File: config.mk
export PLATFORM = sky130hd
export DESIGN_NAME = ttt_processor_array
export DESIGN_NICKNAME = d
export VERILOG_FILES = /design/src/rtl/ttt_processor_array.sv
export SDC_FILE = /design/constraint.sdc
export NUM_CORES = 1
export LEC_CHECK = 0
export CORE_UTILIZATION = 50
export CTS_CLUSTER_DIAMETER = 80
export DETAILED_ROUTE_END_ITERATION = 7
export PLACE_DENSITY = 0.67
export SYNTH_ARGS = -nofsm -noshare
export SYNTH_HDL_FRONTEND = slang
export SYNTH_SLANG_ARGS = --single-unit
File: constraint.sdc
create_clock -name clock_fast -period 7.6 [get_ports clock_fast]
set_input_delay 1.14 -clock clock_fast [delete_from_list [all_inputs] [get_ports clock_fast]]
set_output_delay 1.14 -clock clock_fast [all_outputs]
set_load 0.01 [all_outputs]
File: src/rtl/ttt_processor_array.sv
// Time-multiplexed token-threshold neuron array: one shared datapath visits each neuron slot per clock.
// Optional macro TTT_DECAY_EN: inactive accumulators leak by one token per visit.
module ttt_processor_array #(
    parameter int NEW_TOKENS_BITS = 8,
    parameter int TOKENS_BITS     = 8,
    parameter int DURATION_BITS   = 8,
    parameter int NUM_PROCESSORS  = 10,
    parameter int PROG_WIDTH      = 8,
    localparam int ID_W           = $clog2(NUM_PROCESSORS)
) (
    input  logic                       clock_fast,
    input  logic                       reset,
    input  logic                       hold,
    output logic [ID_W-1:0]            scan_id,
    input  logic [NEW_TOKENS_BITS-1:0] new_good_tokens,
    input  logic [NEW_TOKENS_BITS-1:0] new_bad_tokens,
    output logic                       out_valid,
    output logic [ID_W-1:0]            out_id,
    output logic                       token_start,
    output logic                       token_stop,
    output logic                       sweep_done,
    input  logic                       prog_valid,
    input  logic [2:0]                 prog_header,
    input  logic [ID_W-1:0]            prog_addr,
    input  logic [PROG_WIDTH-1:0]      prog_data
);

    localparam logic [ID_W-1:0] LAST_ID = ID_W'(NUM_PROCESSORS - 1);
    localparam int SW = TOKENS_BITS + NEW_TOKENS_BITS + 1;

    logic [TOKENS_BITS-1:0]   tokens_q    [NUM_PROCESSORS];
    logic [TOKENS_BITS-1:0]   tokens_d    [NUM_PROCESSORS];
    logic [TOKENS_BITS-1:0]   threshold_q [NUM_PROCESSORS];
    logic [TOKENS_BITS-1:0]   threshold_d [NUM_PROCESSORS];
    logic [DURATION_BITS-1:0] duration_q  [NUM_PROCESSORS];
    logic [DURATION_BITS-1:0] duration_d  [NUM_PROCESSORS];
    logic [DURATION_BITS-1:0] remaining_q [NUM_PROCESSORS];
    logic [DURATION_BITS-1:0] remaining_d [NUM_PROCESSORS];
    logic                     active_q    [NUM_PROCESSORS];
    logic                     active_d    [NUM_PROCESSORS];

    logic [ID_W-1:0] scan_q, scan_d, out_id_q, out_id_d;
    logic            valid_q, valid_d, start_q, start_d, stop_q, stop_d, done_q, done_d;

    logic [TOKENS_BITS-1:0] tok_cur, base, sum_c;
    logic signed [SW-1:0]   sum_s;
    logic                   upd, prog_ok, clr_hit;

    // Saturating sum for the neuron currently under the scan pointer
    always_comb begin
        tok_cur = tokens_q[scan_q];
        base    = tok_cur;
`ifdef TTT_DECAY_EN
        if (!active_q[scan_q] && tok_cur != '0) base = tok_cur - 1'b1;
`endif
        sum_s = $signed({{(SW-TOKENS_BITS){1'b0}}, base})
              + $signed({{(SW-NEW_TOKENS_BITS){1'b0}}, new_good_tokens})
              - $signed({{(SW-NEW_TOKENS_BITS){1'b0}}, new_bad_tokens});
        if (sum_s[SW-1])                    sum_c = '0;
        else if (|sum_s[SW-2:TOKENS_BITS])  sum_c = '1;
        else                                sum_c = sum_s[TOKENS_BITS-1:0];
    end

    always_comb begin
        tokens_d    = tokens_q;
        threshold_d = threshold_q;
        duration_d  = duration_q;
        remaining_d = remaining_q;
        active_d    = active_q;
        start_d     = 1'b0;
        stop_d      = 1'b0;
        upd         = !hold;
        prog_ok     = prog_valid && (prog_addr <= LAST_ID);
        clr_hit     = prog_ok && (prog_header == 3'd2) && (prog_addr == scan_q);

        if (upd && !clr_hit) begin
            if (!active_q[scan_q]) begin
                tokens_d[scan_q] = sum_c;
                if (sum_c >= threshold_q[scan_q]) begin
                    start_d = 1'b1;
                    if (duration_q[scan_q] == '0) begin
                        stop_d           = 1'b1;
                        tokens_d[scan_q] = '0;
                    end else begin
                        active_d[scan_q]    = 1'b1;
                        remaining_d[scan_q] = duration_q[scan_q];
                    end
                end
            end else if (remaining_q[scan_q] > DURATION_BITS'(1)) begin
                remaining_d[scan_q] = remaining_q[scan_q] - 1'b1;
                tokens_d[scan_q]    = sum_c;
            end else begin
                stop_d              = 1'b1;
                active_d[scan_q]    = 1'b0;
                tokens_d[scan_q]    = '0;
                remaining_d[scan_q] = '0;
            end
        end

        // Programming lands after the slot update so it wins on a collision
        if (prog_ok) begin
            case (prog_header)
                3'd0: threshold_d[prog_addr] = prog_data[TOKENS_BITS-1:0];
                3'd1: duration_d[prog_addr]  = prog_data[DURATION_BITS-1:0];
                3'd2: begin
                    tokens_d[prog_addr]    = '0;
                    active_d[prog_addr]    = 1'b0;
                    remaining_d[prog_addr] = '0;
                end
                default: ;
            endcase
        end

        valid_d  = upd;
        out_id_d = upd ? scan_q : out_id_q;
        done_d   = upd && (scan_q == LAST_ID);
        scan_d   = !upd ? scan_q : (scan_q == LAST_ID) ? '0 : scan_q + 1'b1;
    end

    always_ff @(posedge clock_fast) begin
        if (!reset) begin
            for (int i = 0; i < NUM_PROCESSORS; i++) begin
                tokens_q[i]    <= '0;
                threshold_q[i] <= '1;
                duration_q[i]  <= '0;
                remaining_q[i] <= '0;
                active_q[i]    <= 1'b0;
            end
            scan_q   <= '0;
            out_id_q <= '0;
            valid_q  <= 1'b0;
            start_q  <= 1'b0;
            stop_q   <= 1'b0;
            done_q   <= 1'b0;
        end else begin
            tokens_q    <= tokens_d;
            threshold_q <= threshold_d;
            duration_q  <= duration_d;
            remaining_q <= remaining_d;
            active_q    <= active_d;
            scan_q      <= scan_d;
            out_id_q    <= out_id_d;
            valid_q     <= valid_d;
            start_q     <= start_d;
            stop_q      <= stop_d;
            done_q      <= done_d;
        end
    end

    assign scan_id     = scan_q;
    assign out_valid   = valid_q;
    assign out_id      = out_id_q;
    assign token_start = start_q;
    assign token_stop  = stop_q;
    assign sweep_done  = done_q;

endmodule

==> results of run 1 <==
[placed cells by master (no fill, tap or decap), drive strengths merged, types with 6 or more instances in the layout]
master	n
inv	26
nand2	334
ha	19
nor2b	14
dfxtp	342
nand2b	16
a32o	55
a21boi	83
a21o	14
mux4	45
a31oi	9
buf	35
o31ai	14
a32oi	50
clkbuf	56
nand3	213
a21oi	47
a211oi	24
o22ai	20
nor2	130
fa	8
mux2	8
nor3	23
mux2i	90
o21ai	61
o22a	15
and2	23
xnor2	13
clkdlybuf4s50	45
or2	6
[worst reg2reg max path: stages (launching register included)]
cell and delay [ps]:
dfxtp_4 510, or3b_1 520, buf_4 230, o22a_1 240, ha_1 280, inv_1 40, ha_1 210, fa_1 470
a21o_1 170, a21oi_1 250, o21ai_0 120, a31oi_1 290, xor2_1 510, nand2b_1 160, and2_1 200, ha_1 270
nand2_1 40, o21ai_0 140, buf_4 140, a41oi_1 150, nor2_1 290, o21ai_2 250, buf_4 240, nor2_1 580
a21oi_1 180, a211oi_1 240
[layer usage]
metal  GRT usage  vias up  share of wire
met1       0.414     7377           0.42
li1            -     6915              -
met5           0        -              0
met2       0.508      673           0.46
met4       0.148        0          0.047
met3      0.0505      153          0.074
[registers in the layout (all words and copies together) (netlist names)]
| name | count |
|---|---|
| tokens_q | 80 |
| token_stop | 1 |
| remaining_q | 80 |
| sweep_done | 1 |
| out_valid | 1 |
| active_q | 10 |
| token_start | 1 |
| threshold_q | 80 |
| duration_q | 80 |
| out_id | 4 |
| scan_id | 4 |
[worst paths after layout]
| check | from | endpoint | slack (ps) | cells past startpoint |
|---|---|---|---|---|
| setup reg to reg | scan_id[1]$_SDFFE_PN0N_ | active_q[9]$_SDFF_PN0_ | 820 | 25 |
| setup / recovery | scan_id[1]$_SDFFE_PN0N_ | active_q[9]$_SDFF_PN0_ | 820 | 25 |
| hold reg to reg | duration_q[76]$_SDFFE_PN0P_ | duration_q[76]$_SDFFE_PN0P_ | 460 | 2 |
| hold / removal | duration_q[76]$_SDFFE_PN0P_ | duration_q[76]$_SDFFE_PN0P_ | 460 | 2 |
[logic make-up (layout without fill, tap and decap cells)]
family | Yosys count | in the layout | synth area share
xor gates and xnor gates | 16 | 16 | 0.00831
and+or+nand+nor | 789 | 789 | 0.211
muxes | 143 | 143 | 0.119
adders and majority gates | 27 | 27 | 0.0236
buffers and inverters | 178 | 172 | 0.0432
AOI/OAI and AO/OA | 425 | 425 | 0.189
DFF | 342 | 342 | 0.406
[power breakdown]
| part | switching [mW] | total (mW) | internal, mW |
|---|---|---|---|
| sequential | 0.0225 | 1.84 | 1.81 |
| combinational | 0.351 | 0.533 | 0.182 |
| clock | 0.750 | 1.88 | 1.13 |
| total | 1.12 | 4.25 | 3.12 |
[area by class of cell]
| type | count | area, um^2 | share of cell area |
|---|---|---|---|
| multi-input combinational | 1400 | 9320 | 0.496 |
| sequential | 342 | 6860 | 0.365 |
| timing repair buffer | 80 | 713 | 0.0380 |
| clock buffer | 56 | 1090 | 0.0580 |
| inverter | 25 | 93.8 | 0.00499 |
| tap | 442 | 553 | 0.0294 |
| clock inverter | 11 | 161 | 0.00859 |
==> run_results.csv, run 1 <==
group,metric,value,unit
synth,ys_top_cells_by_area,"dfxtp_1 41%, nand2_1 7.3%, nand3_1 6.3%",
synth,postSynthCellCount,1920,
cts,cts_buffer_depth,3,
global_routing,gr-usage-all-layers,0.316,
cts,cts_sinks,342,
cts,post_cts_resized,0,
layout,fin_nets,1948,
critical_path,cp.arrival,7220,ps
critical_path,crit_buf_inv,4,
layout,finalInstanceArea,0.0188,mm^2
cts,clock_latency,540,ps
power_and_ir_drop,power,4.25,mW
critical_path,cp_max_fo,31,
timing,setup_viol,0,
global_routing,grt_pass1_vias,14500,
synth,ys_ff_latch,342,
flow_run,maxCapViolations,0,
global_routing,grt_pass1_wl,83.9,mm
power_and_ir_drop,cellPowerDensity,226,mW/mm^2
synth,synth_edf_count,0,
synth,yosys_warnings,0,
cts,clockRootBuffer,"clkbuf_16",
timing,fmax,147,MHz
layout,fin_cells,2356,
layout,syn_to_final_growth,11.4,%
detailed_routing,final_antenna_net_count,0,
detailed_routing,drt_iter0_markers,1621,
timing,slew_headroom,0.306,
synth,ys_async_sr_fraction,0,
timing,rsz0062_at_grt,"no",
layout,drive_above_1_share,0.0914,
cts,cts_hold_buf,0,
cts,ctsHtreeMaxLevel,2,
power_and_ir_drop,p_leak,6.70,nW
die,start_util,0.513,
detailed_routing,first_pass_iters,8,
synth,yosysTopAreaCellShare,0.406,
timing,fin_crit,6780,ps
critical_path,cp_data_required_time,8040,ps
placed_design,globalplace.congestion,0.949,
die,die_y,186,um
synth,synth_cell_type_count,75,
global_routing,antenna_found_initial,0,
timing,skew,17.7,ps
die,rows,66,
synth,syn-cell-area,0.0169,mm^2
layout,antenna_cells,0,
detailed_routing,via_per_inst,6.42,
cts,cts_setup_buffers,0,
critical_path,crit_path_max_incr_delay,580,ps
layout,final_core_util,0.572,
placed_design,io_buffer_count,46,
critical_path,worst_setup_path_end_kind,"register",
global_routing,grt_max_degree,97,
synth,synth_top_cells_by_count,"342 x dfxtp_1, 328 x nand2_1, 211 x nand3_1, 130 x nor2_1, 115 x clkbuf_1",
die,ios,47,
power_and_ir_drop,irDropWorstVdd,0.159,mV
global_routing,grt_remaining_overflow,0,
detailed_routing,num_vias,15100,
synth,synth_top_area_cell,"dfxtp_1",
critical_path,critPathTopFamily,"compound AO/OA/AOI/OAI gates",
critical_path,crit_path_start_kind,"register",
layout,fill_cells,3037,
synth,synth.net_count,1982,
timing,finalHoldWorstSlack,464,ps
timing,fin_ws,817,ps
status,status,"finished, final reports clean",
worst_hold_path,hp-class,"reg2reg",
timing,slew_violations,0,
placed_design,dp_cells,2289,
synth,avgSynthCellArea,8.78,um^2
synth,ys_seq_area_frac,0.406,
detailed_routing,drcViolationCount,0,
cts,tritoncts,"yes",
timing,hold_violations,0,
cts,clkSlewWorstSetupHoldPaths,60,ps
critical_path,slowest_stage,"nor2_1",
timing,fin_tns_setup,0,ps
die,core,0.0329,mm^2
detailed_routing,routed_wl,53.9,mm
detailed_routing,drt-wirelength-per-cell,22.9,um
timing,worst_pin_slew,1030,ps
synth,yosys.cell_count.top_type,"dfxtp_1",
die,dieArea,0.0345,mm^2
critical_path,worstSetupPathType,"reg2reg",
synth,synth_flop_cell,"dfxtp_1",
placed_design,dpl.hpwl,35.9,mm
timing,fin_crit_sh,0.893,
placed_design,place_ws,862,ps
placed_design,placed_area,0.0175,mm^2
die,dieWidth,186,um
cts,cts_buffers,37,
Note: power is estimated with default switching activity, not from simulation.
==> run 2, diff against run 1 <==
--- a/config.mk
+++ b/config.mk
@@ -9,6 +9,7 @@
 export CTS_CLUSTER_DIAMETER = 80
 export DETAILED_ROUTE_END_ITERATION = 7
 export PLACE_DENSITY = 0.67
+export SETUP_SLACK_MARGIN = 0.3
 export SYNTH_ARGS = -nofsm -noshare
 export SYNTH_HDL_FRONTEND = slang
 export SYNTH_SLANG_ARGS = --single-unit
==> results of run 2 <==
The final DEF is identical to that of run 1; final timing and power are the same.
